[src/rtl/arb_pkg.sv]
// Shared definitions for the round-robin fifo arbiter and its neighbours:
// FSM state encoding and the default geometry shared with the fifo.
package arb_pkg;

    typedef enum logic {
        ARB_IDLE  = 1'b0,
        ARB_GRANT = 1'b1
    } arb_state_t;

    localparam int ARB_NUM_REQ       = 4;
    localparam int ARB_ELE_BANDWIDTH = 8;

endpackage

[src/rtl/rr_pick.sv]
// Combinational circular first-one finder: scans the request vector from
// prio_ptr upward, wrapping NUM_REQ-1 to 0, and reports the first set bit.
// Works for any NUM_REQ, power of two or not.
module rr_pick
    import arb_pkg::*;
#(
    parameter int NUM_REQ = ARB_NUM_REQ,
    parameter int PTR_W   = $clog2(NUM_REQ)
) (
    input  logic [NUM_REQ-1:0] req,
    input  logic [PTR_W-1:0]   prio_ptr,
    output logic               found,
    output logic [PTR_W-1:0]   index
);

    // Walk the ring starting at prio_ptr and keep the first hit only.
    always_comb begin
        int pos;
        pos   = 0;
        found = 1'b0;
        index = '0;
        for (int i = 0; i < NUM_REQ; i++) begin
            pos = (int'(prio_ptr) + i) % NUM_REQ;
            if (!found && req[pos[PTR_W-1:0]]) begin
                found = 1'b1;
                index = pos[PTR_W-1:0];
            end
        end
    end

endmodule

[src/rtl/rr_fifo_arbiter.sv]
// Round-robin, burst-locked arbiter sharing one fifo push port between
// NUM_REQ requesters. The owner keeps the port until it transfers a beat
// flagged last; priority then rotates to the requester after the owner.
// The data path is a pure pass-through of the owner: nothing is stored.
// Optional build macro ARB_BURST_LIMIT_EN: also release after MAX_BURST beats.
module rr_fifo_arbiter
    import arb_pkg::*;
#(
    parameter int NUM_REQ           = ARB_NUM_REQ,
    parameter int REQ_PTR_BANDWIDTH = $clog2(NUM_REQ),
    parameter int ELE_BANDWIDTH     = ARB_ELE_BANDWIDTH,
    parameter int MAX_BURST         = 16
) (
    input  logic                               i_clk,
    input  logic                               i_rst,
    input  logic [NUM_REQ-1:0]                 i_req_valid,
    input  logic [NUM_REQ-1:0]                 i_req_last,
    input  logic [NUM_REQ*ELE_BANDWIDTH-1:0]   i_req_data,
    output logic [NUM_REQ-1:0]                 o_req_ready,
    output logic                               o_valid,
    output logic [ELE_BANDWIDTH-1:0]           o_data,
    input  logic                               i_ready,
    output logic [REQ_PTR_BANDWIDTH-1:0]       o_grant_id,
    output logic                               o_busy
);

    if (NUM_REQ < 2 || NUM_REQ > 16 || REQ_PTR_BANDWIDTH != $clog2(NUM_REQ) ||
        MAX_BURST < 1) begin : g_bad_params
        $error("rr_fifo_arbiter: illegal parameter combination");
    end

    arb_state_t                   state, state_next;
    logic [REQ_PTR_BANDWIDTH-1:0] prio_ptr, prio_next;
    logic [REQ_PTR_BANDWIDTH-1:0] grant_id, grant_next;
    logic [REQ_PTR_BANDWIDTH-1:0] after_owner;
    logic                         pick_found;
    logic [REQ_PTR_BANDWIDTH-1:0] pick_index;
    logic                         owner_valid;
    logic                         owner_last;
    logic [ELE_BANDWIDTH-1:0]     owner_data;
    logic                         beat;
    logic                         limit_hit;
    logic                         release_burst;

    rr_pick #(
        .NUM_REQ (NUM_REQ),
        .PTR_W   (REQ_PTR_BANDWIDTH)
    ) u_pick (
        .req      (i_req_valid),
        .prio_ptr (prio_ptr),
        .found    (pick_found),
        .index    (pick_index)
    );

    // Select the current owner's valid/last/data lanes.
    always_comb begin
        owner_valid = 1'b0;
        owner_last  = 1'b0;
        owner_data  = '0;
        for (int k = 0; k < NUM_REQ; k++) begin
            if (grant_id == REQ_PTR_BANDWIDTH'(k)) begin
                owner_valid = i_req_valid[k];
                owner_last  = i_req_last[k];
                owner_data  = i_req_data[k*ELE_BANDWIDTH +: ELE_BANDWIDTH];
            end
        end
    end

    // Priority after a release points just past the owner; explicit wrap
    // because NUM_REQ need not be a power of two.
    assign after_owner = (grant_id == REQ_PTR_BANDWIDTH'(NUM_REQ - 1)) ?
                         '0 : grant_id + REQ_PTR_BANDWIDTH'(1);

    assign beat = (state == ARB_GRANT) && owner_valid && i_ready;

`ifdef ARB_BURST_LIMIT_EN
    localparam int BEAT_W = $clog2(MAX_BURST) + 1;

    logic [BEAT_W-1:0] beat_cnt, beat_cnt_next;

    assign limit_hit = (beat_cnt == BEAT_W'(MAX_BURST - 1));

    // Beats already moved in this grant; cleared when a new grant starts.
    always_comb begin
        beat_cnt_next = beat_cnt;
        if (state == ARB_IDLE && pick_found) begin
            beat_cnt_next = '0;
        end else if (beat) begin
            beat_cnt_next = beat_cnt + BEAT_W'(1);
        end
    end

    // Beat counter register.
    always_ff @(posedge i_clk or negedge i_rst) begin
        if (!i_rst) begin
            beat_cnt <= '0;
        end else begin
            beat_cnt <= beat_cnt_next;
        end
    end
`else
    assign limit_hit = 1'b0;
`endif

    assign release_burst = beat && (owner_last || limit_hit);

    // Next-state logic and the owner pass-through / ready demux.
    always_comb begin
        state_next  = state;
        grant_next  = grant_id;
        prio_next   = prio_ptr;
        o_valid     = 1'b0;
        o_data      = '0;
        o_req_ready = '0;
        case (state)
            ARB_IDLE: begin
                if (pick_found) begin
                    grant_next = pick_index;
                    state_next = ARB_GRANT;
                end
            end
            ARB_GRANT: begin
                o_valid = owner_valid;
                o_data  = owner_data;
                for (int k = 0; k < NUM_REQ; k++) begin
                    o_req_ready[k] = i_ready && (grant_id == REQ_PTR_BANDWIDTH'(k));
                end
                if (release_burst) begin
                    state_next = ARB_IDLE;
                    prio_next  = after_owner;
                end
            end
            default: state_next = ARB_IDLE;
        endcase
    end

    // State, owner and priority registers.
    always_ff @(posedge i_clk or negedge i_rst) begin
        if (!i_rst) begin
            state    <= ARB_IDLE;
            grant_id <= '0;
            prio_ptr <= '0;
        end else begin
            state    <= state_next;
            grant_id <= grant_next;
            prio_ptr <= prio_next;
        end
    end

    assign o_busy     = (state == ARB_GRANT);
    assign o_grant_id = grant_id;

endmodule

[config.mk]
export PLATFORM = sky130hd
export DESIGN_NAME = rr_fifo_arbiter
export DESIGN_NICKNAME = d
export VERILOG_FILES = /design/src/rtl/arb_pkg.sv /design/src/rtl/rr_pick.sv /design/src/rtl/rr_fifo_arbiter.sv
export SDC_FILE = /design/constraint.sdc
export NUM_CORES = 1
export LEC_CHECK = 0
export ABC_AREA = 1
export CAP_MARGIN = 20
export CORE_ASPECT_RATIO = 1.5
export CORE_MARGIN = 5
export CORE_UTILIZATION = 40
export DETAILED_ROUTE_END_ITERATION = 8
export PLACE_DENSITY = 0.95
export SLEW_MARGIN = 15
export SYNTH_ARGS = -nofsm -noshare
export SYNTH_HDL_FRONTEND = slang
export SYNTH_SLANG_ARGS = --single-unit
export TNS_END_PERCENT = 20
[constraint.sdc]
create_clock -name i_clk -period 4.9 [get_ports i_clk]
set_input_delay 0.98 -clock i_clk [delete_from_list [all_inputs] [get_ports i_clk]]
set_output_delay 0.98 -clock i_clk [all_outputs]
set_load 0.1 [all_outputs]
==> flow_summary.yaml <==
setup_path:
  r2r_end: "prio_ptr[0]"
  startpoint_type: "input port"
  r2r_cells: 9
  required_ns: 3.92
  cp-end-kind: "output port"
  setup.worst_path.start: "i_req_valid[1]"
  regToRegStartpoint: "o_grant_id[1]"
  critPathArrivalTime_ns: 2.33
  crit_path_max_fanout: 3
  endpoint: "o_valid"
  ff2ff_setup_slack_ns: 3.04
  crit_type: "input port to output port"
finish:
  area_growth_pct: 57.1
  drive_gt1_share_pct: 23.7
  final_common_cell: "nand2_1"
  nets: 263
  antenna_cells: 0
  final_cell_mix: "nand2_1 (49), clkdlybuf4s50_1 (45), nand2_2 (15)"
timing:
  rsz0062_at_grt: "no"
  skew_ns: 0.00300
  worst_slew_pin_slew_ns: 0.980
  setup_violations: 0
  tns_ns: 0
  slew_violations: 0
  fmax_ghz: 0.302
  finalCritPeriodShare_pct: 67.6
  post-route-min-period_ns: 3.31
  finalHoldViolations: 0
  maxSlewHeadroom_pct: 34.5
routing:
  first_iter_violations: 22
  wl_mm: 2.95
  antenna_left: 0
  via_per_inst: 5.07
  drc: 0
  dr.pass1.iters: 4
  vias: 1212
  wl_per_cell_um: 12.3
grt:
  grt_pass1_vias: 1221
  grt_pass1_wl_mm: 4.99
  antenna_found_initial: 0
  grt_start_max_net_pins: 21
  grt-ovfl-total: 0
  grt_usage_pct: 16.7
floorplan:
  coreArea_sq_mm: 0.00239
  die_height_um: 70.6
  die_area_sq_mm: 0.00356
  die_w_um: 50.4
  ios: 59
  initial_core_util_pct: 40.9
  rows: 22
clock_tree:
  cts_root_buf: "clkbuf_4"
  clockBufferDepth: 2
  cts_tree: "yes"
  clk_pin_slew_ns: 0.04
  htreeDepth: 1
  cts_hold_buf: 0
  cts_buffers: 3
  cts.repair.resized: 0
  clock-sinks: 5
  post_cts_buffers: 0
  clock_latency_ns: 0.24
placed_design:
  io_buffer_count: 58
  dp_hpwl_mm: 2.49
  gp_congestion: 0.886
outcome:
  status: "finished clean"
synthesis:
  syn_area_sq_um: 980
  ys_ff_latch: 5
  yosysWarnings: 0
  syn_area_per_cell_sq_um: 6.12
  synth.net_count: 207
  synth.distinct_cells: 28
  netlist_instances: 160
  yosysSeqAreaShare_pct: 12.8
job:
  cap_viol_max_count: 0
min_path:
  hold_path_class: "flop to flop"
## Yosys cell counts
master	instances	share of area, %
o22ai_1	1	0.64
nand3_4	1	1.8
nand3_2	2	2.0
nand4_1	1	0.64
inv_2	6	2.3
ha_1	4	5.1
buf_6	2	2.3
a21oi_1	11	5.6
dfrtp_1	5	13
nand2_2	15	9.6
o21ai_2	1	0.89
o21ai_0	11	5.6
clkbuf_1	2	0.77
nand3_1	6	3.1
nand2_1	49	19
nor2_8	1	2.0
o21ai_1	9	4.6
inv_4	1	0.64
nor3_1	3	1.5
clkinv_2	1	0.51
inv_1	9	3.4
buf_4	2	1.5
nor2_1	2	0.77
buf_2	1	0.51
a21oi_2	2	1.8
a22oi_1	7	5.4
nand2_4	4	4.6
a211oi_1	1	0.77
## cells by family after synthesis
group / after synthesis / synth area share, %
AOI/OAI and AO/OA: 43 / 25.3
DFF: 5 / 12.8
buffers and inverters: 24 / 12.0
and+or+nand+nor: 84 / 44.8
adders and majority gates: 4 / 5.11
## layout make-up
type	instances	area (sq um)
multi-input combinational	131	742
clock buffer	4	26.3
inverter	17	67.6
timing repair buffer	58	548
tap	24	30.0
sequential	5	125
fill	216	856
## how the worst min path moves through the flow
stage                              from             to  slack (ns)  cells after the start
after global routing      o_grant_id[0]  o_grant_id[0]        0.66                      2
after CTS                 o_grant_id[0]  o_grant_id[0]        0.60                      2
final                     o_grant_id[0]  o_grant_id[0]        0.59                      2
after global placement    o_grant_id[1]  o_grant_id[1]        0.57                      2
after detailed placement  o_grant_id[0]  o_grant_id[0]        0.59                      2
after floorplan             prio_ptr[1]    prio_ptr[1]        0.58                      3
## critical path: stages
cell	delay (ns)
clkdlybuf4s50_1	0.49
inv_1	0.08
o22ai_1	0.17
nand2_1	0.09
a21oi_2	0.20
buf_4	0.32
## through the flow
stage / cell area [sq um] / cells / hold WS, ns / setup slack [ns] / utilization, %
5_1_grt: 1540 / 239 / 0.660 / 1.46 / 64.3
3_3_place_gp: 1510 / 235 / 0.568 / 1.60 / 63.2
3_5_place_dp: 1510 / 235 / 0.589 / 1.59 / 63.2
6_report: 1540 / 239 / 0.586 / 1.59 / 64.3
4_1_cts: 1540 / 239 / 0.596 / 1.58 / 64.3
2_1_floorplan: 985 / 160 / 0.577 / 0.169 / -
## state kept, by name (all words and copies together), names as in the netlist
name,count
o_grant_id,2
prio_ptr,2
o_busy,1
## per-layer routing
metal  routed length [um]  global-route usage (%)  vias up
met5                    0                       0        -
met4                  109                    8.24        0
met3                  170                    2.74       12
met2                 1610                    32.4       39
met1                 1060                    16.1      526
li1                     -                       -      635
Power is left out: the tool's default activity adds up to more than one toggle a clock period on the data nets, which glitch-free logic cannot reach.
